## config.mk

```make
export PLATFORM = sky130hd
export DESIGN_NAME = dmem_port_master
export DESIGN_NICKNAME = d
export VERILOG_FILES = /design/src/rtl/dmem_port_master.sv
export SDC_FILE = /design/constraint.sdc
export NUM_CORES = 1
export LEC_CHECK = 0
export CAP_MARGIN = 10
export CORE_ASPECT_RATIO = 1.75
export CORE_UTILIZATION = 29
export CTS_CLUSTER_SIZE = 28
export DETAILED_ROUTE_END_ITERATION = 7
export PLACE_DENSITY_LB_ADDON = 0.08
export SLEW_MARGIN = 20
export SYNTH_ARGS = -nofsm -noshare
export SYNTH_HDL_FRONTEND = slang
export SYNTH_SLANG_ARGS = --single-unit
export TNS_END_PERCENT = 20
```

## constraint.sdc

```tcl
create_clock -name clk -period 1.8 [get_ports clk]
set_input_delay 0.27 -clock clk [delete_from_list [all_inputs] [get_ports clk]]
set_output_delay 0.27 -clock clk [all_outputs]
set_load 0.02 [all_outputs]
```

## src/rtl/dmem_port_master.sv

```systemverilog
// -----------------------------------------------------------------------------
// dmem_port_master
//
// Data-side (port B) initiator for the dual-port instruction/data RAM. It
// accepts one load/store per cycle from the LSU stage, turns the byte address
// and size into a word address, byte strobes and lane-replicated write data,
// and turns the RAM's one-cycle read return into a shifted, sign- or
// zero-extended load result. At most one request is in flight.
//
// Ports
//   clk, rst        clock, synchronous active-high reset
//   req_valid/ready request handshake
//   req_addr        byte address
//   req_wen         1 = store, 0 = load
//   req_size        0 = byte, 1 = half, 2 = word, 3 = illegal
//   req_unsigned    loads: 1 = zero-extend, 0 = sign-extend
//   req_wdata       right-aligned store data
//   resp_valid/ready response handshake
//   resp_rdata      load result (0 for stores and errors)
//   resp_err        misaligned or illegal-size request
//   addrb, renb, wenb, webb, datab   RAM port B drive
//   qb              RAM port B read data (valid the cycle after renb)
// -----------------------------------------------------------------------------
module dmem_port_master #(
    parameter int p_ADDR_BITS = 32,
    parameter int p_DATA_BITS = 32,
    parameter int p_STRB_BITS = p_DATA_BITS / 8
) (
    input  logic                   clk,
    input  logic                   rst,
    input  logic                   req_valid,
    output logic                   req_ready,
    input  logic [p_ADDR_BITS-1:0] req_addr,
    input  logic                   req_wen,
    input  logic [1:0]             req_size,
    input  logic                   req_unsigned,
    input  logic [p_DATA_BITS-1:0] req_wdata,
    output logic                   resp_valid,
    input  logic                   resp_ready,
    output logic [p_DATA_BITS-1:0] resp_rdata,
    output logic                   resp_err,
    output logic [p_ADDR_BITS-1:0] addrb,
    output logic                   renb,
    output logic                   wenb,
    output logic [p_STRB_BITS-1:0] webb,
    output logic [p_DATA_BITS-1:0] datab,
    input  logic [p_DATA_BITS-1:0] qb
);

    typedef enum logic [0:0] {
        ST_IDLE = 1'b0,
        ST_RESP = 1'b1
    } state_e;

    state_e     state_q, state_d;
    logic [1:0] off_q,   off_d;
    logic [1:0] size_q,  size_d;
    logic       uns_q,   uns_d;
    logic       wen_q,   wen_d;
    logic       err_q,   err_d;

    logic              fire_s;
    logic              err_s;
    logic [3:0]        strb_s;
    logic [p_DATA_BITS-1:0] sh_s;

    assign resp_valid = (state_q == ST_RESP);
    assign req_ready  = !rst && (!resp_valid || resp_ready);
    assign fire_s     = req_valid && req_ready;

    // Word address is the byte address with the lane bits dropped.
    assign addrb = {2'b00, req_addr[p_ADDR_BITS-1:2]};

    // Request legality: sizes must be naturally aligned, size 3 is illegal.
    always_comb begin
        err_s = 1'b0;
        case (req_size)
            2'd0:    err_s = 1'b0;
            2'd1:    err_s = req_addr[0];
            2'd2:    err_s = (req_addr[1:0] != 2'b00);
            default: err_s = 1'b1;
        endcase
    end

    // RAM port drive: enables, strobes and lane-replicated write data.
    always_comb begin
        renb   = 1'b0;
        wenb   = 1'b0;
        strb_s = 4'b0000;
        datab  = req_wdata;
        if (fire_s && !err_s) begin
            renb = !req_wen;
            wenb = req_wen;
        end else begin
            renb = 1'b0;
            wenb = 1'b0;
        end
        case (req_size)
            2'd0: begin
                strb_s = 4'b0001 << req_addr[1:0];
                datab  = {4{req_wdata[7:0]}};
            end
            2'd1: begin
                strb_s = 4'b0011 << req_addr[1:0];
                datab  = {2{req_wdata[15:0]}};
            end
            2'd2: begin
                strb_s = 4'b1111;
                datab  = req_wdata;
            end
            default: begin
                strb_s = 4'b0000;
                datab  = req_wdata;
            end
        endcase
    end

    assign webb = wenb ? strb_s : 4'b0000;

    // Next-state and context capture; a fire always opens a new response.
    always_comb begin
        state_d = state_q;
        off_d   = off_q;
        size_d  = size_q;
        uns_d   = uns_q;
        wen_d   = wen_q;
        err_d   = err_q;
        if (fire_s) begin
            state_d = ST_RESP;
            off_d   = req_addr[1:0];
            size_d  = req_size;
            uns_d   = req_unsigned;
            wen_d   = req_wen;
            err_d   = err_s;
        end else if (state_q == ST_RESP && resp_ready) begin
            state_d = ST_IDLE;
        end else begin
            state_d = state_q;
        end
    end

    // State and request-context registers.
    always_ff @(posedge clk) begin
        if (rst) begin
            state_q <= ST_IDLE;
            off_q   <= 2'b00;
            size_q  <= 2'b00;
            uns_q   <= 1'b0;
            wen_q   <= 1'b0;
            err_q   <= 1'b0;
        end else begin
            state_q <= state_d;
            off_q   <= off_d;
            size_q  <= size_d;
            uns_q   <= uns_d;
            wen_q   <= wen_d;
            err_q   <= err_d;
        end
    end

    // Load result: lane-shift the returned word, then extend. qb only moves
    // on renb, which needs a fire, so this stays stable under backpressure.
    assign sh_s = qb >> {off_q, 3'b000};

    // Response data and error, forced to zero outside a load response.
    always_comb begin
        resp_rdata = 32'h0000_0000;
        resp_err   = resp_valid && err_q;
        if (!resp_valid || wen_q || err_q) begin
            resp_rdata = 32'h0000_0000;
        end else begin
            case (size_q)
                2'd0:    resp_rdata = {{24{!uns_q && sh_s[7]}},  sh_s[7:0]};
                2'd1:    resp_rdata = {{16{!uns_q && sh_s[15]}}, sh_s[15:0]};
                default: resp_rdata = qb;
            endcase
        end
    end

endmodule

```

==> results of run 1 <==
-- worst register-to-register path: cells and delay by family, from the launching register on --
family,cells,cell delay (ps)
AO/OA/AOI/OAI,1,60
buffers and inverters,2,340
flip-flops,1,310
AND/OR/NAND/NOR,3,440
-- flip-flops by register name, summed over array words and instances (netlist names) --
| name | flops |
|---|---|
| uns_q | 1 |
| err_q | 1 |
| off_q | 2 |
| resp_valid | 1 |
| size_q | 2 |
| wen_q | 1 |
-- where the power goes --
group	internal (mW)	total, mW	switching [mW]
registers	0.193	0.209	0.0164
logic	0.524	0.995	0.471
clock network	0.144	0.209	0.0648
total	0.862	1.41	0.552
-- stage by stage --
stage | area, µm² | TNS, ps | hold WS (ps) | setup slack (ps) | util, %
global placement | 3463 | -33330 | 491.0 | -776.8 | 55.18
finish | 3523 | -7649 | 513.3 | -378.4 | 56.14
floorplan | 1913 | -522.8 | 378.5 | -52.28 | -
detailed placement | 3463 | -34180 | 511.7 | -804.7 | 55.18
CTS | 3548 | -9185 | 519.2 | -411.7 | 56.54
global route | 3523 | -9941 | 540.0 | -413.7 | 56.14
-- cell type report --
class                   count  area (µm²)  area share, %
multi-input cells         196        1404          39.84
well taps                  80       100.1          2.841
flip-flops and latches      8       165.2          4.687
repair buffers            198        1809          51.35
clock buffers               3       41.29          1.172
inverters                   1       3.754         0.1065
-- cells by family (layout without fill, tap and decap cells) --
kind of cell	count (synthesis)	in the layout	share of synthesized area, %
xor gates and xnor gates	1	1	0.4606
buffers and inverters	61	202	21.12
DFF	8	8	8.421
muxes	41	41	23.29
AOI/OAI and AO/OA	83	84	29.21
other	1	2	0.1972
and+or+nand+nor	68	68	17.30
-- path summary, 6_finish.rpt --
kind	from	end	cells past startpoint
worst max-delay path	off_q[1]$_SDFFE_PP0P_	resp_rdata[31]	5
worst max register to register	resp_valid$_SDFFE_PP0P_	off_q[1]$_SDFFE_PP0P_	6
worst min-delay path	uns_q$_SDFFE_PP0P_	uns_q$_SDFFE_PP0P_	2
worst min register to register	uns_q$_SDFFE_PP0P_	uns_q$_SDFFE_PP0P_	2
-- what timing repair did --
| action | in CTS | in global routing |
|---|---|---|
| resized for setup | 216 | 30 |
| gates cloned | 1 | 0 |
| pin swaps | 3 | 2 |
| endpoints found under the setup margin | 63 | 54 |
| hold buffers | 0 | 0 |
| setup buffers | 3 | 0 |
-- cells in the final DEF (no fill, tap or decap), types with 2 or more instances in the layout --
cell type        count
o221a_2              7
buf_2                5
nand3_1              2
o31ai_1              2
nor3_2               3
clkdlybuf4s15_2     12
mux2i_1             24
clkbuf_8             3
nor2_1              25
nor2b_1              4
dfxtp_2              4
o2111a_2             2
a21o_1              31
buf_6               23
mux2_2              16
nor2_4               2
nand2_1             15
a21oi_1             17
conb_1               2
clkbuf_2            11
o21ai_0             22
buf_4               47
nand2b_1             7
dfxtp_1              4
nor3b_1              2
clkdlybuf4s50_1     75
nor3_1               2
dlygate4sd2_1       23
-- routing by layer --
layer / vias up / part of all wire, % / track usage [%]
li1: 1186 / - / -
met1: 1076 / 35 / 18.45
met2: 111 / 57 / 44.47
met3: 8 / 6.3 / 3.870
met4: 0 / 0.88 / 5.357
met5: - / 0 / 0
==> impl_metrics.csv, run 1 <==
group,metric,value,unit
worst_setup_path,critPathMaxStageDelay,570,ps
worst_setup_path,cp_num_buf_inv,2,
synthesis,synth_top_area_share,15.79,%
global_route,antenna_found_initial,0,
sta,hold_viol_final,0,
worst_setup_path,cp_top_family,"multiplexers",
sta,period_needed,2178,ps
status,status,"complete, but fails checks",
synthesis,synth_ff_type,"dfxtp_1",
clocking,tritoncts,"built",
route,drc_errors,0,
global_route,grt_overflow_total,0,
floorplan,io-pin-count,209,
synthesis,synth.area.top_cells,"buf_4 (16%), mux2i_1 (13%), a21o_1 (12%)",
clocking,cts_sinks,8,
synthesis,syn_area,1902,µm²
floorplan,core_area,6276,µm²
clocking,clkLatencyLatePin,220,ps
synthesis,yosys_warnings,0,
cells_and_area,fin_cells,486,
sta,drv_slew,0,
sta,skew,1.378,ps
synthesis,synth.most_common_cell,"buf_4",
route,drt_iter0_markers,94,
power_and_ir_drop,leakagePower,1.724,nW
global_route,grtUsageTotal,20.52,%
worst_setup_path,required,1530,ps
cells_and_area,nets,512,
job,maxCapViolations,0,
worst_setup_path,startpoint_type,"register",
floorplan,die_w,63.22,µm
floorplan,dieArea,6899,µm²
clocking,cts_inserted_buffers,3,
route,wl_per_cell,14.94,µm
synthesis,yosys.cell_types.count,33,
sta,finalSetupViolCount,34,
cells_and_area,area_growth,85.26,%
worst_setup_path,critPathKind,"reg -> out",
global_route,grt_max_degree,21,
worst_setup_path,crit_chain,"mux4_2 -> o2111a_2 -> buf_6 -> a21o_1 -> buf_6",
placement,io_buffers,146,
clocking,ctsRootBufferMaster,"clkbuf_8",
worst_setup_path,worstPathArrival,1910,ps
placement,dp.cells,479,
synthesis,yosys-top-cells-count,"buf_4 (40), a21o_1 (31), nor2_1 (27)",
sta,rsz0062_at_grt,"yes",
route,vias_per_cell,4.899,
route,vias,2381,
sta,final.period_utilization,121.0,%
power_and_ir_drop,cellPowerDensity,401.3,nW/µm²
synthesis,ys_seq_area_share,8.421,%
placement,gp_congestion,0.7761,
synthesis,synthCells,263,
sta,worst_slack,-378.4,ps
global_route,grt_pass1_wl,11.30,mm
floorplan,start_util,30.30,%
min_path,hold_class,"reg -> reg",
cells_and_area,fill_cells,667,
synthesis,synth_edf_count,0,
sta,fmax,0.4590,GHz
synthesis,ys_ff_latch,8,
clocking,htree_levels,1,
power_and_ir_drop,max-vdd-ir-drop,0.2098,mV
power_and_ir_drop,p_total,1.414,mW
worst_setup_path,crit_fanout,4,
cells_and_area,n_antenna_cell,0,
clocking,path_clk_slew,40,ps
route,ant_nets,0,
worst_setup_path,cpMostUsedCell,"buf_6",
status,violations,"setup timing",
cells_and_area,drive_above_1_share,34.98,%
route,routed_wl,7.259,mm
worst_setup_path,critical_path.slowest_cell,"mux4_2",
floorplan,die_y,109.1,µm
worst_setup_path,worstSetupEndpointType,"output port",
synthesis,yosysTopAreaCell,"buf_4",
clocking,clockBufferDepth,2,
worst_setup_path,rrSetupSlack,560,ps
synthesis,avgSynthCellArea,7.231,µm²
floorplan,rows,38,
placement,post-dp-hpwl,5.863,mm
global_route,grt_pass1_vias,2436,
route,firstDrtPassIters,4,
synthesis,synthArstFlopShare,0,%
Note: power is estimated with default switching activity, not from simulation.
==> run 2, diff against run 1 <==
CAP_MARGIN = 15   (was 10)
==> results of run 2 <==
Same layout as run 1: the final DEF is identical, and so are final timing and power.
